==> config.mk <==
export PLATFORM = sky130hd
export DESIGN_NAME = cell_arbiter_flat
export DESIGN_NICKNAME = d
export VERILOG_FILES = /design/src/rtl/cell_pkg.sv /design/src/rtl/cell_arbiter_if.sv /design/src/rtl/rr_arbiter.sv /design/src/rtl/cell_arbiter.sv /design/src/flat_wrapper.sv
export SDC_FILE = /design/constraint.sdc
export NUM_CORES = 1
export LEC_CHECK = 0
export CAP_MARGIN = 20
export CELL_PAD_IN_SITES_DETAIL_PLACEMENT = 2
export CELL_PAD_IN_SITES_GLOBAL_PLACEMENT = 2
export CORE_MARGIN = 2
export CORE_UTILIZATION = 22
export DETAILED_ROUTE_END_ITERATION = 8
export PLACE_DENSITY_LB_ADDON = 0.1
export SYNTH_ARGS = -nofsm -noshare
export SYNTH_HDL_FRONTEND = slang
export SYNTH_SLANG_ARGS = --single-unit
export TNS_END_PERCENT = 30
==> constraint.sdc <==
create_clock -name clk -period 5.8 [get_ports clk]
set_input_delay 1.16 -clock clk [delete_from_list [all_inputs] [get_ports clk]]
set_output_delay 1.16 -clock clk [all_outputs]
set_load 0.02 [all_outputs]
==> src/rtl/cell_pkg.sv <==
// Shared types and helpers for the cell arbiter slice.
// Default widths match the standard 4-requester, 32-bit configuration.
package cell_pkg;

  localparam int N_REQ_DEF    = 4;
  localparam int MSB_DEF      = 31;
  localparam int CELL_LAT_DEF = 1;
  localparam int W_DEF        = MSB_DEF + 1;
  localparam int ID_W_DEF     = (N_REQ_DEF < 2) ? 1 : $clog2(N_REQ_DEF);

  typedef logic [W_DEF-1:0]    data_t;
  typedef logic [ID_W_DEF-1:0] tag_id_t;

  typedef struct packed {
    logic    valid;
    tag_id_t id;
  } tag_entry_t;

  function automatic int id_width(input int n);
    return (n < 2) ? 1 : $clog2(n);
  endfunction

  // Modular increment for operands already below n.
  function automatic int wrap_add(input int a, input int b, input int n);
    int s;
    s = a + b;
    return (s >= n) ? (s - n) : s;
  endfunction

endpackage

==> src/rtl/cell_arbiter_if.sv <==
// Requester/cell/response bundle of the cell arbiter.
// slave = arbiter side, master = requesters plus shared cell.
interface cell_arbiter_if #(
  parameter int N_REQ = 4,
  parameter int W     = 32
);
  logic [N_REQ-1:0]   req_valid;
  logic [N_REQ*W-1:0] req_data;
  logic [N_REQ-1:0]   req_ready;
  logic [W-1:0]       cell_data_in;
  logic               cell_data_en;
  logic [W-1:0]       cell_data_out;
  logic               cell_en_out;
  logic [W-1:0]       resp_data;
  logic [N_REQ-1:0]   resp_valid;
  logic               err;

  modport slave (
    input  req_valid, req_data, cell_data_out, cell_en_out,
    output req_ready, cell_data_in, cell_data_en, resp_data, resp_valid, err
  );

  modport master (
    output req_valid, req_data, cell_data_out, cell_en_out,
    input  req_ready, cell_data_in, cell_data_en, resp_data, resp_valid, err
  );
endinterface

==> src/rtl/rr_arbiter.sv <==
// Combinational round-robin pick: first asserted request at ptr, ptr+1, ...
// wrapping modulo N_REQ; returns one-hot grant and its index.
module rr_arbiter
  import cell_pkg::*;
#(
  parameter int N_REQ = 4,
  parameter int ID_W  = 2
) (
  input  logic [N_REQ-1:0] req,
  input  logic [ID_W-1:0]  ptr,
  output logic [N_REQ-1:0] grant,
  output logic [ID_W-1:0]  grant_idx,
  output logic             grant_any
);

  logic [ID_W-1:0]  cand [N_REQ];
  logic [N_REQ-1:0] rot;

  // rot[k] is the request that sits k positions after the pointer
  generate
    for (genvar gi = 0; gi < N_REQ; gi++) begin : g_rot
      assign cand[gi] = ID_W'(wrap_add(int'(ptr), gi, N_REQ));
      assign rot[gi]  = req[cand[gi]];
    end
  endgenerate

  always_comb begin
    grant_idx = '0;
    grant_any = 1'b0;
    grant     = '0;
    for (int k = N_REQ - 1; k >= 0; k--) begin
      if (rot[k]) begin
        grant_idx = cand[k];
        grant_any = 1'b1;
      end
    end
    if (grant_any) begin
      grant = N_REQ'(1) << grant_idx;
    end
  end

endmodule

==> src/rtl/cell_arbiter.sv <==
// Shares one fixed-latency cell among N_REQ requesters with tagged routing of results.
// Define CELL_ARB_ERR_EN to get a sticky err on tag/result misalignment.
module cell_arbiter
  import cell_pkg::*;
#(
  parameter int N_REQ    = N_REQ_DEF,
  parameter int MSB      = MSB_DEF,
  parameter int CELL_LAT = CELL_LAT_DEF
) (
  input logic           clk,
  input logic           rst,
  cell_arbiter_if.slave bus
);

  localparam int W    = MSB + 1;
  localparam int ID_W = id_width(N_REQ);

  typedef logic [ID_W-1:0] id_t;
  typedef struct packed {
    logic valid;
    id_t  id;
  } tag_t;

  logic [N_REQ-1:0] grant;
  id_t              grant_idx;
  logic             grant_any;

  id_t              ptr_q, ptr_d;
  logic             cell_data_en_q, cell_data_en_d;
  logic [W-1:0]     cell_data_in_q, cell_data_in_d;
  id_t              issue_id_q, issue_id_d;
  tag_t             tag_q [CELL_LAT];
  tag_t             tag_d [CELL_LAT];
  tag_t             out_tag;
  logic             resp_hit;
  logic [W-1:0]     resp_data_q, resp_data_d;
  logic [N_REQ-1:0] resp_valid_q, resp_valid_d;

  rr_arbiter #(
    .N_REQ (N_REQ),
    .ID_W  (ID_W)
  ) u_rr (
    .req       (bus.req_valid),
    .ptr       (ptr_q),
    .grant     (grant),
    .grant_idx (grant_idx),
    .grant_any (grant_any)
  );

  // Grant is masked while reset is held so every output reads zero at once.
  assign bus.req_ready = rst ? '0 : grant;

  always_comb begin
    ptr_d          = ptr_q;
    cell_data_en_d = grant_any;
    cell_data_in_d = cell_data_in_q;
    issue_id_d     = issue_id_q;
    if (grant_any) begin
      ptr_d          = id_t'(wrap_add(int'(grant_idx), 1, N_REQ));
      cell_data_in_d = bus.req_data[int'(grant_idx)*W +: W];
      issue_id_d     = grant_idx;
    end
  end

  // Tag enters alongside the operand and walks CELL_LAT stages to meet cell_en_out.
  assign tag_d[0] = '{valid: cell_data_en_q, id: issue_id_q};
  generate
    for (genvar gi = 1; gi < CELL_LAT; gi++) begin : g_tag
      assign tag_d[gi] = tag_q[gi-1];
    end
  endgenerate
  assign out_tag = tag_q[CELL_LAT-1];

  assign resp_hit = bus.cell_en_out & out_tag.valid;

  always_comb begin
    resp_valid_d = '0;
    resp_data_d  = resp_data_q;
    if (resp_hit) begin
      resp_valid_d = N_REQ'(1) << out_tag.id;
      resp_data_d  = bus.cell_data_out;
    end
  end

  always_ff @(posedge clk or posedge rst) begin
    if (rst) begin
      ptr_q          <= '0;
      cell_data_en_q <= 1'b0;
      cell_data_in_q <= '0;
      issue_id_q     <= '0;
      resp_data_q    <= '0;
      resp_valid_q   <= '0;
      for (int k = 0; k < CELL_LAT; k++) begin
        tag_q[k] <= '0;
      end
    end else begin
      ptr_q          <= ptr_d;
      cell_data_en_q <= cell_data_en_d;
      cell_data_in_q <= cell_data_in_d;
      issue_id_q     <= issue_id_d;
      resp_data_q    <= resp_data_d;
      resp_valid_q   <= resp_valid_d;
      for (int k = 0; k < CELL_LAT; k++) begin
        tag_q[k] <= tag_d[k];
      end
    end
  end

  assign bus.cell_data_en = cell_data_en_q;
  assign bus.cell_data_in = cell_data_in_q;
  assign bus.resp_valid   = resp_valid_q;
  assign bus.resp_data    = resp_data_q;

`ifdef CELL_ARB_ERR_EN
  logic err_q, err_d;

  // Either a result with no tag or a tag with no result is a protocol fault.
  always_comb begin
    err_d = err_q | (bus.cell_en_out ^ out_tag.valid);
  end

  always_ff @(posedge clk or posedge rst) begin
    if (rst) begin
      err_q <= 1'b0;
    end else begin
      err_q <= err_d;
    end
  end

  assign bus.err = err_q;
`else
  assign bus.err = 1'b0;
`endif

endmodule

==> src/flat_wrapper.sv <==
// flat-port wrapper written by rule: the top's interface ports become plain ports
module cell_arbiter_flat import cell_pkg::*;
#(
  parameter int N_REQ    = N_REQ_DEF,
  parameter int MSB      = MSB_DEF,
  parameter int CELL_LAT = CELL_LAT_DEF
)
  (clk, rst, bus_req_valid, bus_req_data, bus_cell_data_out, bus_cell_en_out, bus_req_ready, bus_cell_data_in, bus_cell_data_en, bus_resp_data, bus_resp_valid, bus_err);
  cell_arbiter_if #(.N_REQ(N_REQ), .W((32))) bus_i ();
  input logic clk;
  input logic rst;
  input wire logic [$bits(bus_i.req_valid)-1:0] bus_req_valid;
  input wire logic [$bits(bus_i.req_data)-1:0] bus_req_data;
  input wire logic [$bits(bus_i.cell_data_out)-1:0] bus_cell_data_out;
  input wire logic [$bits(bus_i.cell_en_out)-1:0] bus_cell_en_out;
  output wire logic [$bits(bus_i.req_ready)-1:0] bus_req_ready;
  output wire logic [$bits(bus_i.cell_data_in)-1:0] bus_cell_data_in;
  output wire logic [$bits(bus_i.cell_data_en)-1:0] bus_cell_data_en;
  output wire logic [$bits(bus_i.resp_data)-1:0] bus_resp_data;
  output wire logic [$bits(bus_i.resp_valid)-1:0] bus_resp_valid;
  output wire logic [$bits(bus_i.err)-1:0] bus_err;
  assign bus_i.req_valid = bus_req_valid;
  assign bus_i.req_data = bus_req_data;
  assign bus_i.cell_data_out = bus_cell_data_out;
  assign bus_i.cell_en_out = bus_cell_en_out;
  assign bus_req_ready = bus_i.req_ready;
  assign bus_cell_data_in = bus_i.cell_data_in;
  assign bus_cell_data_en = bus_i.cell_data_en;
  assign bus_resp_data = bus_i.resp_data;
  assign bus_resp_valid = bus_i.resp_valid;
  assign bus_err = bus_i.err;
  cell_arbiter #(.N_REQ(N_REQ), .MSB(MSB), .CELL_LAT(CELL_LAT)) u_core (.clk(clk), .rst(rst), .bus(bus_i));
endmodule
==> impl_metrics.toml <==
[clock_tree]
cts_tree = "yes"
cts_made_buffers = 9
path_clk_slew_ns = 0.06
postCtsSetupRepairBufs = 0
clock_latency_ns = 0.34
clockRootBuffer = "clkbuf_16"
cts_hold_buf = 0
cts_resized = 0
cts.sink_count = 76
htreeDepth = 3
clock_path_buffers = 2

[power]
clkPwrFrac_pct = 25.4
switching_share_pct = 35.34
internal_power_mw = 1.346
pwr-share-seq_pct = 35.0
combPwrFrac_pct = 39.6
ir_drop_mv = 0.1335
p_total_mw = 2.081
p_leak_nw = 2.535
p_switching_mw = 0.7353
power_density_nw_per_um2 = 319.6

[global_route]
grt_pass1_wl_mm = 25.71
grt_usage_pct = 19.13
grt-ovfl-total = 0
grt_pass1_vias = 4387
antenna_found_initial = 1
grt_max_degree = 77

[timing]
fin_skew_ns = 0.008193
worst_pin_slew_ns = 0.9222
setup-violations-final = 0
drv_slew = 0
fmax_mhz = 219.1
post-route-period-util_pct = 78.70
fin_crit_ns = 4.565
tns_ns = 0
postLayoutSetupSlackWorst_ns = 1.235
whs_ns = 0.3783
slew_headroom_pct = 38.52
hold_viol = 0
rsz0062_at_grt = "false"

[setup_path]
startpoint_type = "input port"
arrival_ns = 3.40
cp_max_fo = 10
crit_buf_inv = 2
path_delay_family = "buffers and inverters"
cp_slowest_stage_delay_ns = 0.78
crit_path_end_kind = "output pin"
crit_path_frequent_cell = "clkdlybuf4s50_1"
worstPathCellList = "clkdlybuf4s50_1 > nand2b_1 > o22ai_1 > a21oi_2 > nor4_1 > clkdlybuf4s50_1"
required_ns = 4.64
reg2reg_from = "u_core.ptr_q[1]"
crit_cells = 6
rr_worst_depth = 4
r2r_end = "u_core.bus.cell_data_in[9]"
path_class = "in -> out"
cpMaxStageDelayCell = "clkdlybuf4s50_1"
r2r_slack_ns = 3.78

[floorplan]
pin_count = 241
die_w_um = 133.2
initial_utilization_pct = 22.31
die_area_um2 = 17750
core_area_um2 = 16470
die_h_um = 133.2
rows = 47

[logic_synthesis]
synthFlopType = "dfrtp_1"
synth_top_area_share_pct = 51.77
synthCells = 344
avgSynthCellArea_um2 = 10.68
yosysSeqAreaShare_pct = 51.77
yosysWarnings = 0
synth.distinct_cells = 42
ys_seq_elements = 76
synth-edff-count = 0
netlist_area_um2 = 3674
syn_nets = 511
synthArstFlopShare_pct = 100.0
synth_top_area_cell = "dfrtp_1"
netlist_top_cells_area = "dfrtp_1 (52%), mux2_2 (9.8%), a22oi_1 (5.9%)"

[finish]
fin_nets = 739
stdcell_count = 797
layout-drive-gt1-share_pct = 11.46
utilization_pct = 39.54
n_fill_cell = 1726
layout.area.seq_um2 = 1902
design_area_um2 = 6510
multi_input_area_um2 = 1573
area_delta_synth_final_pct = 77.21

[detailed_routing]
wirelength_mm = 16.85
initialDrtViolationCount = 104
drtPass1Iterations = 4
antenna_left = 0
wl_per_cell_um = 21.15
drc = 0
vias = 3840
viasPerCell = 4.818

[place]
io_buffers = 239
dpl_cell_area_um2 = 6211
gp_congestion = 0.7773
placed_cells = 780
post-place-ws_ns = 1.233
hpwl_mm = 11.86

[hold_path]
min_path_cells = 0
hp-class = "reg -> reg"
hold_path_end = "u_core.out_tag[0]"
hold_start = "u_core.issue_id_q[0]"

[run]
drv_cap = 0

[run_status]
outcome = "finished clean"
## flip-flops by register name, summed over array words and instances, names as in the netlist
signal / flops
u_core.issue_id_q: 2
u_core.bus.cell_data_in: 32
u_core.ptr_q: 2
u_core.bus.cell_data_en: 1
u_core.bus.resp_data: 32
u_core.bus.resp_valid: 4
u_core.out_tag: 3
## layer usage
layer | GRT usage (%) | wire length [um]
met1 | 21.25 | 6775
met5 | 0 | 0
met3 | 6.887 | 1425
met4 | 7.683 | 427
met2 | 33.39 | 8224
## logic make-up (layout without fill, tap and decap cells)
group / Yosys count / after routing / synth area share [%]
buf+inv: 34 / 266 / 5.892
mux: 32 / 32 / 9.809
compound gates: 84 / 84 / 15.87
flops: 76 / 76 / 51.77
other cells: 1 / 2 / 0.1021
simple gates: 117 / 117 / 16.55
## cells in the final DEF, fill, tap and decap left out, types with 2 or more instances in the layout
cell | synthesis | final
clkdlybuf4s50_1 | 0 | 239
a22oi_2 | 3 | 3
dfrtp_1 | 76 | 76
clkbuf_16 | 0 | 9
nor2_1 | 5 | 5
o21ai_0 | 29 | 29
a21o_1 | 3 | 3
a21oi_2 | 2 | 2
nand4_1 | 32 | 32
buf_4 | 7 | 7
nand3_1 | 32 | 32
nor3b_1 | 3 | 3
nand2_1 | 34 | 34
o21ai_1 | 6 | 6
a21oi_1 | 2 | 2
mux2_2 | 32 | 32
clkinv_2 | 0 | 3
inv_1 | 3 | 2
a22oi_1 | 29 | 29
nand2b_1 | 2 | 2
## cell type report
cell class              count  share of cell area [%]
repair buffers            247                   37.98
flip-flops and latches     76                   29.21
multi-input cells         234                   24.16
well taps                 220                   4.228
clock buffers              11                   3.729
clock inverters             4                  0.4036
inverters                   4                  0.2499
diodes                      1                 0.03844
## power by group through the flow
stage | clock, mW | sequential, mW | combinational (mW)
after floorplan | 0 | 0.852 | 0.271
after global placement | 0 | 0.727 | 0.823
after detailed placement | 0 | 0.737 | 0.838
after CTS | 0.547 | 0.729 | 0.842
after global routing | 0.566 | 0.745 | 0.888
final | 0.528 | 0.728 | 0.825
## worst register-to-register path: cells and delay by family, from the launching register on
family             cells  cell delay, ns
and+or+nand+nor        2            0.33
DFF                    1            0.62
AOI/OAI and AO/OA      2            0.99
## cells in the mapped netlist (2+ instances only)
library cell	n
o21ai_0	29
nand2_1	34
mux2_2	32
buf_4	7
a21oi_1	2
o21ai_1	6
nor3b_1	3
buf_2	14
a21o_1	3
a22oi_1	29
inv_1	3
nand4_1	32
a21oi_2	2
a22oi_2	3
clkbuf_1	2
buf_6	6
nor2_1	5
dfrtp_1	76
nand3_1	32
nand2b_1	2
## worst max-delay path by stage
stage	start	endpoint	slack, ns
after detailed placement	bus_req_valid[2]	bus_req_ready[0]	1.23
after floorplan	rst	bus_req_ready[3]	1.41
final	bus_req_valid[2]	bus_req_ready[0]	1.24
after CTS	bus_req_valid[0]	bus_req_ready[1]	1.20
after global routing	bus_req_valid[0]	bus_req_ready[0]	1.08
after global placement	bus_req_valid[2]	bus_req_ready[0]	1.29
Power figures use the tool's default switching activity.
